$ cat src/rtl/y86_pkg.sv
// rtl/y86_pkg.sv - Y86-64 icode/stat constants and pipeline control FSM states
package y86_pkg;

  localparam logic [3:0] I_HALT   = 4'h0;
  localparam logic [3:0] I_NOP    = 4'h1;
  localparam logic [3:0] I_RRMOVQ = 4'h2;
  localparam logic [3:0] I_IRMOVQ = 4'h3;
  localparam logic [3:0] I_RMMOVQ = 4'h4;
  localparam logic [3:0] I_MRMOVQ = 4'h5;
  localparam logic [3:0] I_OPQ    = 4'h6;
  localparam logic [3:0] I_JXX    = 4'h7;
  localparam logic [3:0] I_CALL   = 4'h8;
  localparam logic [3:0] I_RET    = 4'h9;
  localparam logic [3:0] I_PUSHQ  = 4'hA;
  localparam logic [3:0] I_POPQ   = 4'hB;

  localparam logic [3:0] S_AOK = 4'h1;
  localparam logic [3:0] S_HLT = 4'h2;
  localparam logic [3:0] S_ADR = 4'h3;
  localparam logic [3:0] S_INS = 4'h4;

  localparam logic [3:0] RNONE = 4'hF;

  typedef enum logic [1:0] {
    ST_INIT = 2'd0,
    ST_RUN  = 2'd1,
    ST_HALT = 2'd2
  } state_e;

endpackage

$ cat src/rtl/sat_counter.sv
// rtl/sat_counter.sv - event counter that sticks at all-ones instead of wrapping
module sat_counter #(
  parameter int W = 32
) (
  input  logic         clk,
  input  logic         rst_n,
  input  logic         inc,
  output logic [W-1:0] cnt
);

  logic [W-1:0] cnt_q;

  always_ff @(posedge clk or negedge rst_n) begin
    if (!rst_n) begin
      cnt_q <= '0;
    end else if (inc && (cnt_q != {W{1'b1}})) begin
      cnt_q <= cnt_q + W'(1);
    end
  end

  assign cnt = cnt_q;

endmodule

$ cat src/rtl/pipe_ctrl.sv
// rtl/pipe_ctrl.sv - Y86-64 pipeline stall/bubble control, reset flush, halt latch and perf counters
module pipe_ctrl
  import y86_pkg::*;
#(
  parameter int INIT_CYCLES = 5,
  parameter int CNT_W       = 32
) (
  input  logic             clk,
  input  logic             rst_n,
  input  logic [3:0]       D_icode,
  input  logic [3:0]       d_srcA,
  input  logic [3:0]       d_srcB,
  input  logic [3:0]       E_icode,
  input  logic [3:0]       E_dstM,
  input  logic             e_Cnd,
  input  logic [3:0]       M_icode,
  input  logic [3:0]       m_stat,
  input  logic [3:0]       W_icode,
  input  logic [3:0]       W_stat,
  output logic             F_stall,
  output logic             D_stall,
  output logic             D_bubble,
  output logic             E_bubble,
  output logic             M_bubble,
  output logic             W_stall,
  output logic             halted,
  output logic [3:0]       final_stat,
  output logic [CNT_W-1:0] cyc_cnt,
  output logic [CNT_W-1:0] stall_cnt,
  output logic [CNT_W-1:0] bub_cnt,
  output logic [CNT_W-1:0] ret_cnt
);

  localparam int IW = (INIT_CYCLES > 1) ? $clog2(INIT_CYCLES) : 1;

  state_e         state_q, state_d;
  logic [IW-1:0]  init_cnt_q, init_cnt_d;
  logic           halted_q, halted_d;
  logic [3:0]     final_stat_q, final_stat_d;

  logic lu, mis, ret, exc_m, exc_w, run;

  assign lu    = ((E_icode == I_MRMOVQ) || (E_icode == I_POPQ)) && (E_dstM != RNONE) &&
                 ((E_dstM == d_srcA) || (E_dstM == d_srcB));
  assign mis   = (E_icode == I_JXX) && !e_Cnd;
  assign ret   = (D_icode == I_RET) || (E_icode == I_RET) || (M_icode == I_RET);
  assign exc_m = (m_stat == S_HLT) || (m_stat == S_ADR) || (m_stat == S_INS);
  assign exc_w = (W_stat == S_HLT) || (W_stat == S_ADR) || (W_stat == S_INS);
  assign run   = (state_q == ST_RUN);

  always_comb begin
    state_d      = state_q;
    init_cnt_d   = init_cnt_q;
    halted_d     = halted_q;
    final_stat_d = final_stat_q;
    F_stall      = 1'b0;
    D_stall      = 1'b0;
    D_bubble     = 1'b0;
    E_bubble     = 1'b0;
    M_bubble     = 1'b0;
    W_stall      = 1'b0;
    unique case (state_q)
      ST_INIT: begin
        F_stall  = 1'b1;
        D_bubble = 1'b1;
        E_bubble = 1'b1;
        M_bubble = 1'b1;
        if (init_cnt_q == '0) state_d = ST_RUN;
        else                  init_cnt_d = init_cnt_q - IW'(1);
      end
      ST_RUN: begin
        F_stall  = lu | ret;
        D_stall  = lu;
        D_bubble = mis | (!lu & ret);
        E_bubble = mis | lu;
        M_bubble = exc_m | exc_w;
        W_stall  = exc_w;
        if (exc_w) begin
          state_d      = ST_HALT;
          halted_d     = 1'b1;
          final_stat_d = W_stat;
        end
      end
      ST_HALT: begin
        F_stall  = 1'b1;
        D_stall  = 1'b1;
        W_stall  = 1'b1;
        M_bubble = 1'b1;
      end
      default: state_d = ST_INIT;
    endcase
  end

  always_ff @(posedge clk or negedge rst_n) begin
    if (!rst_n) begin
      state_q      <= ST_INIT;
      init_cnt_q   <= IW'(INIT_CYCLES - 1);
      halted_q     <= 1'b0;
      final_stat_q <= S_AOK;
    end else begin
      state_q      <= state_d;
      init_cnt_q   <= init_cnt_d;
      halted_q     <= halted_d;
      final_stat_q <= final_stat_d;
    end
  end

  assign halted     = halted_q;
  assign final_stat = final_stat_q;

  // Counters only advance in RUN; INIT and HALT leave them frozen.
  sat_counter #(.W(CNT_W)) u_cyc_cnt (
    .clk(clk), .rst_n(rst_n), .inc(run), .cnt(cyc_cnt));
  sat_counter #(.W(CNT_W)) u_stall_cnt (
    .clk(clk), .rst_n(rst_n), .inc(run & F_stall), .cnt(stall_cnt));
  sat_counter #(.W(CNT_W)) u_bub_cnt (
    .clk(clk), .rst_n(rst_n), .inc(run & (D_bubble | E_bubble)), .cnt(bub_cnt));
  sat_counter #(.W(CNT_W)) u_ret_cnt (
    .clk(clk), .rst_n(rst_n), .inc(run & (W_stat == S_AOK) & (W_icode != I_NOP)), .cnt(ret_cnt));

endmodule

$ cat config.mk
export PLATFORM = sky130hd
export DESIGN_NAME = pipe_ctrl
export DESIGN_NICKNAME = d
export VERILOG_FILES = /design/src/rtl/y86_pkg.sv /design/src/rtl/sat_counter.sv /design/src/rtl/pipe_ctrl.sv
export SDC_FILE = /design/constraint.sdc
export NUM_CORES = 1
export LEC_CHECK = 0
export CORE_UTILIZATION = 45
export CTS_CLUSTER_SIZE = 14
export DETAILED_ROUTE_END_ITERATION = 12
export GPL_TIMING_DRIVEN = 1
export PLACE_DENSITY = 0.77
export SYNTH_ARGS = -nofsm -noshare
export SYNTH_HDL_FRONTEND = slang
export SYNTH_SLANG_ARGS = --single-unit
$ cat constraint.sdc
create_clock -name clk -period 1.9 [get_ports clk]
set_input_delay 0.285 -clock clk [delete_from_list [all_inputs] [get_ports clk]]
set_output_delay 0.285 -clock clk [all_outputs]
set_load 0.03 [all_outputs]
# After elaboration in Yosys (flattened, before gate mapping)
# Cells that the tools add are included.
# totals
regBits	138
word_cells	82
input_bits	39
output_inout_bits	139
# op_classes
bitwise	12
n_addsub	5
n_eq_ne	25
reduce_logical	23
mux	9
# ops
operator	n
32-bit by 1-bit adder with 32-bit output (second input constant)	4
32-bit != test (second input constant)	4
4-bit by 2-bit equality test with 1-bit output (second input constant)	4
4-bit by 3-bit equality test with 1-bit output (second input constant)	4
4-bit equality test (second input constant)	4
1-bit one-hot mux with 2 select lines	6
4-bit equality test	2
1-bit logical OR	8
1-bit logical AND	7
2-bit one-hot mux with 3 select lines	1
1-bit bitwise AND	5
1-bit OR	5
4-bit by 1-bit equality test with 1-bit output (second input constant)	1
2-bit 2-to-1 mux	2
2-bit != test (second input constant)	2
4-bit by 1-bit != test with 1-bit output (second input constant)	1
4-bit != test (second input constant)	1
2-bit AND reduction	2
3-bit zero test	1
3-bit AND reduction	1
3-bit by 1-bit subtractor with 3-bit output (second input constant)	1
2-bit by 1-bit equality test with 1-bit output (second input constant)	1
2-bit equality test (second input constant)	1
1-bit zero test	2
3 further kinds	4

# Logic depth before layout (Yosys ltp)
# depth
word_depth	11
ltp_mapped	9
mapped_depth_nobuf	8

# Hierarchy
# From an unflattened synthesis, not the netlist that was laid out.
# hier_totals
hier_cells	693
area_unflattened_um2	7340.8
# by_module_without_submodules
module	seq_area_each_um2	n_inst	cells_per_inst	area_each_um2
sat_counter	800.8	4	151	1624.1
pipe_ctrl	252.7	1	89	844.6

# Worst setup path before layout
# No wires, ideal clock.
# synth_timing
path_type	flip-flop to output port
from	reg state_q[1]
to	out W_stall
stages_incl_launch_ff	8
required_ns	1.615
arrival_ns	2.195
n_path_buf	2
slack_ns	-0.580
path_cell_list	dfrtp_1 > inv_1 > ha_1 > clkbuf_1 > inv_1 > or3_1 > clkbuf_1 > a21boi_0
# synth_between
elab_chain_cells	2
elab_cells_between_ends	3
cone_classes	2 x eq/ne; 1 x mux
# synth_rtl
element	line	rtl
from (decl)	pipe_ctrl.sv:36	state_e state_q, state_d;
from (signal assigned)	pipe_ctrl.sv:101	state_q <= state_d;
2-bit equality test / 2-bit by 1-bit equality test with 1-bit output (equally long branches)	pipe_ctrl.sv:62	unique case (state_q)
1-bit one-hot mux with 2 select lines (*)	pipe_ctrl.sv:62	
to (decl)	pipe_ctrl.sv:25	output logic W_stall,
# Every way passes the cells marked *; elsewhere a longest branch is shown, timed or not.

# Worst setup path after layout
# layout_timing
from	reg state_q[1]
to	out M_bubble
# layout_between
elab_chain_cells	3
elab_cells_between_ends	5
cone_classes	2 x eq/ne; 1 x mux; 2 x reduce/logical
# layout_rtl
element	line	rtl
2-bit equality test / 2-bit zero test (equally long branches)	pipe_ctrl.sv:62	
2-bit OR reduction (no line)	--	
1-bit one-hot mux with 2 select lines (*)	pipe_ctrl.sv:62	
to (decl)	pipe_ctrl.sv:24	output logic M_bubble,
# Marked as above.

==> flow_summary.ini <==
[routing]
routed_wire_length_per_instance_um = 19.23
dr.pass1.iters = 6
detailroute.wirelength.met3_um = 1074
vias = 6734
detail_route.wirelength.met1_um = 9119
drc = 0
routed_length_on_met2_um = 12190
highest_metal_layer_with_signal_wires = met4
first_iter_violations = 376
detail-route-antenna-nets = 0
vias_per_cell = 5.635
drt-total-wl_um = 22980

[setup_path]
critPathCaptureType = output pin
critical_path_fanouts_max = 3
cp_num_buf_inv = 5
cp_cell_instances = inv_2, ha_4, buf_6, inv_4, buf_6, o311a_4, a21oi_4, buf_12
setup.worst_path.class = flop to output pin
crit_path_top_cell_by_count = sky130_fd_sc_hd__buf_6
critical_path_arrival_ps = 1920
startpoint_types = flop
critical-path-top-delay-family = compound AO/OA/AOI/OAI gates
cpMaxStageDelayCell = sky130_fd_sc_hd__dfrtp_1
crit_path_depth = 8
cp_required_ps = 1620
critical_path.max_stage_delay_ps = 390
worstRegToRegCells = 10

[finish]
seq_area_sq_um = 3522
final_layout_size_suffix_gt1_share_pct = 38.77
final_cell_area_sq_um = 11910
final_core_utilization_pct = 80.75
antennaDiodeCount = 0
multi_input_area_sq_um = 4344
nets = 1047
layout.filler_cells = 806
area_grow_syn2layout_pct = 71.91

[cts]
cts_tree = done
clock_insertion_delay_worst_skew_ps = 420
cts-root-to-sink-buffers = 2
h-tree-depth = 4
tritoncts.num_buffers = 17
clock_sinks = 138
clock-root-buffer = sky130_fd_sc_hd__clkbuf_16
clk_pin_slew_worst_paths_ps = 60

[timing]
finalWorstSetupSlack_ps = -306.4
achievable-frequency_mhz = 453.2
finalSetupViolCount = 81
layout_min_cycle_time_ps = 2206
timing.max_slew.rel_slack_pct = 62.54
setup_total_negative_slack_ps = -7415
timing.final.crit_share_pct = 116.1
final-hold-violation-count = 0
grt_setup_unrepaired = true
worst_clock_skew_ps = 6.636
worst_pin_slew_ps = 561.9
final-max-slew-violation-count = 0

[logic_synthesis]
postSynthAreaPerCell_sq_um = 10.30
ys_top_cells_by_area = sky130_fd_sc_hd__dfrtp_1 49%, sky130_fd_sc_hd__xnor2_1 9.5%, sky130_fd_sc_hd__xor2_1 7.1%
postSynth.topFlopCell = sky130_fd_sc_hd__dfrtp_1
synthTopCellsByCount = 136 x sky130_fd_sc_hd__dfrtp_1, 75 x sky130_fd_sc_hd__xnor2_1, 65 x sky130_fd_sc_hd__nand2_1, 56 x sky130_fd_sc_hd__xor2_1, 48 x sky130_fd_sc_hd__nand4_1
synth_edf_count = 0
synth.yosys.seq_area_share_pct = 49.86
synth.net_count = 722
synth_async_sr_flop_share_pct = 100.0
synth_cell_type_count = 54
postSynthCellCount = 673
synthesis.yosys.warnings = 0
yosysMostFrequentCell = sky130_fd_sc_hd__dfrtp_1
ys_ff_latch = 138
netlist.top_cell.by_area = sky130_fd_sc_hd__dfrtp_1
synth_area_sq_um = 6930
yosys.area.top_type_share_pct = 49.11

[global_routing]
via_count_of_the_first_global_routing_pass = 6600
grt_first_pass_wirelength_um = 32970
overflow = 0
grt_max_degree = 58
antenna_violations_before_repair = 0
global_route.usage.total_pct = 26.26

[floorplan]
initial_core_util_pct = 46.97
die_height_um = 126.1
rows = 44
io-pin-count = 178
core_area_sq_um = 14750
die_w_um = 126.1
design.die.area_sq_um = 15900

[run_status]
violations = negative setup slack
status = finished, violations left

[flow_run]
maxCapViolations = 0

[placed_design]
post_detailed_placement_half_perimeter_wirelength_um = 13950
port-buffer-count = 177
placedInstanceArea_sq_um = 9784
routabilityCongestion = 0.8464

[power]
powerDensity_nw_per_um2 = 549.9
post-layout-total-power_mw = 6.551
power.leakage_nw = 5.418
vdd_drop_max_v = 0.0006942

[min_path]
hold_path_class = input port to async pin
registers in the layout (all words and copies together), names as in the netlist:
signal	cells
final_stat	4
halted	1
init_cnt_q	3
state_q	2
u_bub_cnt.cnt	32
u_cyc_cnt.cnt	32
u_ret_cnt.cnt	32
u_stall_cnt.cnt	32
logic make-up (layout without fill, tap and decap cells):
| family | Yosys count | after routing | synth area share (%) |
|---|---|---|---|
| AND/OR/NAND/NOR | 325 | 325 | 26.11 |
| flip-flops | 138 | 138 | 49.86 |
| buffers and inverters | 36 | 373 | 2.094 |
| XOR/XNOR | 131 | 131 | 16.56 |
| multiplexers | 7 | 7 | 1.083 |
| AO/OA/AOI/OAI | 26 | 27 | 2.491 |
| adder cells (fa/ha/maj) | 10 | 10 | 1.805 |
path summary, 6_finish.rpt:
check	from	end	slack [ps]
max in group asynchronous	rst_n	u_ret_cnt.cnt[1]	750
hold reg to reg	init_cnt_q[0]	init_cnt_q[0]	470
setup / recovery	state_q[1]	M_bubble	-310
setup reg to reg	state_q[0]	u_stall_cnt.cnt[15]	-200
min in group clk	init_cnt_q[0]	init_cnt_q[0]	470
hold / removal	rst_n	u_cyc_cnt.cnt[17]	400
metal layers:
| metal | global-route usage (%) | vias to the layer above |
|---|---|---|
| li1 | - | 3054 |
| met1 | 32.45 | 3375 |
| met2 | 45.27 | 254 |
| met3 | 5.650 | 51 |
| met4 | 9.426 | 0 |
| met5 | 0 | - |
layout make-up:
cell class                 instances  area share [%]
timing repair buffer             320           26.44
tap                              184           1.932
sequential                       138           29.56
multi-input combinational        500           36.46
clock buffer                      20           3.833
inverter                          21          0.7246
clock inverter                    12           1.040
repair_timing:
action / CTS / global route
endpoints found under the setup margin: 112 / 144
endpoints found under the hold margin: 53 / 0
resized for setup: 137 / 158
gates cloned: 3 / 2
pin swaps: 52 / 63
hold buffers: 1 / 0
buffers inserted: 22 / 29
where the power goes:
group,switching [mW],total (mW),internal (mW)
Clock,1.29,3.28,1.99
Sequential,0.00191,2.95,2.94
Combinational,0.169,0.324,0.156
Total,1.46,6.55,5.09
cell usage in the layout (no fill, tap or decap), types with 28 or more instances in the layout:
master / netlist / final
sky130_fd_sc_hd__clkdlybuf4s50_1: 0 / 116
sky130_fd_sc_hd__buf_4: 0 / 100
sky130_fd_sc_hd__dfrtp_1: 136 / 83
sky130_fd_sc_hd__xnor2_1: 75 / 66
sky130_fd_sc_hd__xor2_1: 56 / 55
sky130_fd_sc_hd__dfrtp_2: 0 / 53
sky130_fd_sc_hd__nand2_1: 65 / 52
sky130_fd_sc_hd__nand4_1: 48 / 48
sky130_fd_sc_hd__buf_6: 0 / 36
sky130_fd_sc_hd__nand3_1: 46 / 31
sky130_fd_sc_hd__dlymetal6s2s_1: 0 / 28
metrics by stage:
| stage | hold WS (ps) | std cells | worst slack, ps |
|---|---|---|---|
| 2_1_floorplan | -10.59 | 673 | -48.03 |
| 3_3_place_gp | 280.5 | 1114 | -582.1 |
| 3_5_place_dp | 289.5 | 1114 | -642.1 |
| 4_1_cts | 421.3 | 1171 | -283.5 |
| 5_1_grt | 438.8 | 1195 | -354.5 |
| 6_report | 395.8 | 1195 | -306.4 |
(Power assumes the default switching activity.)
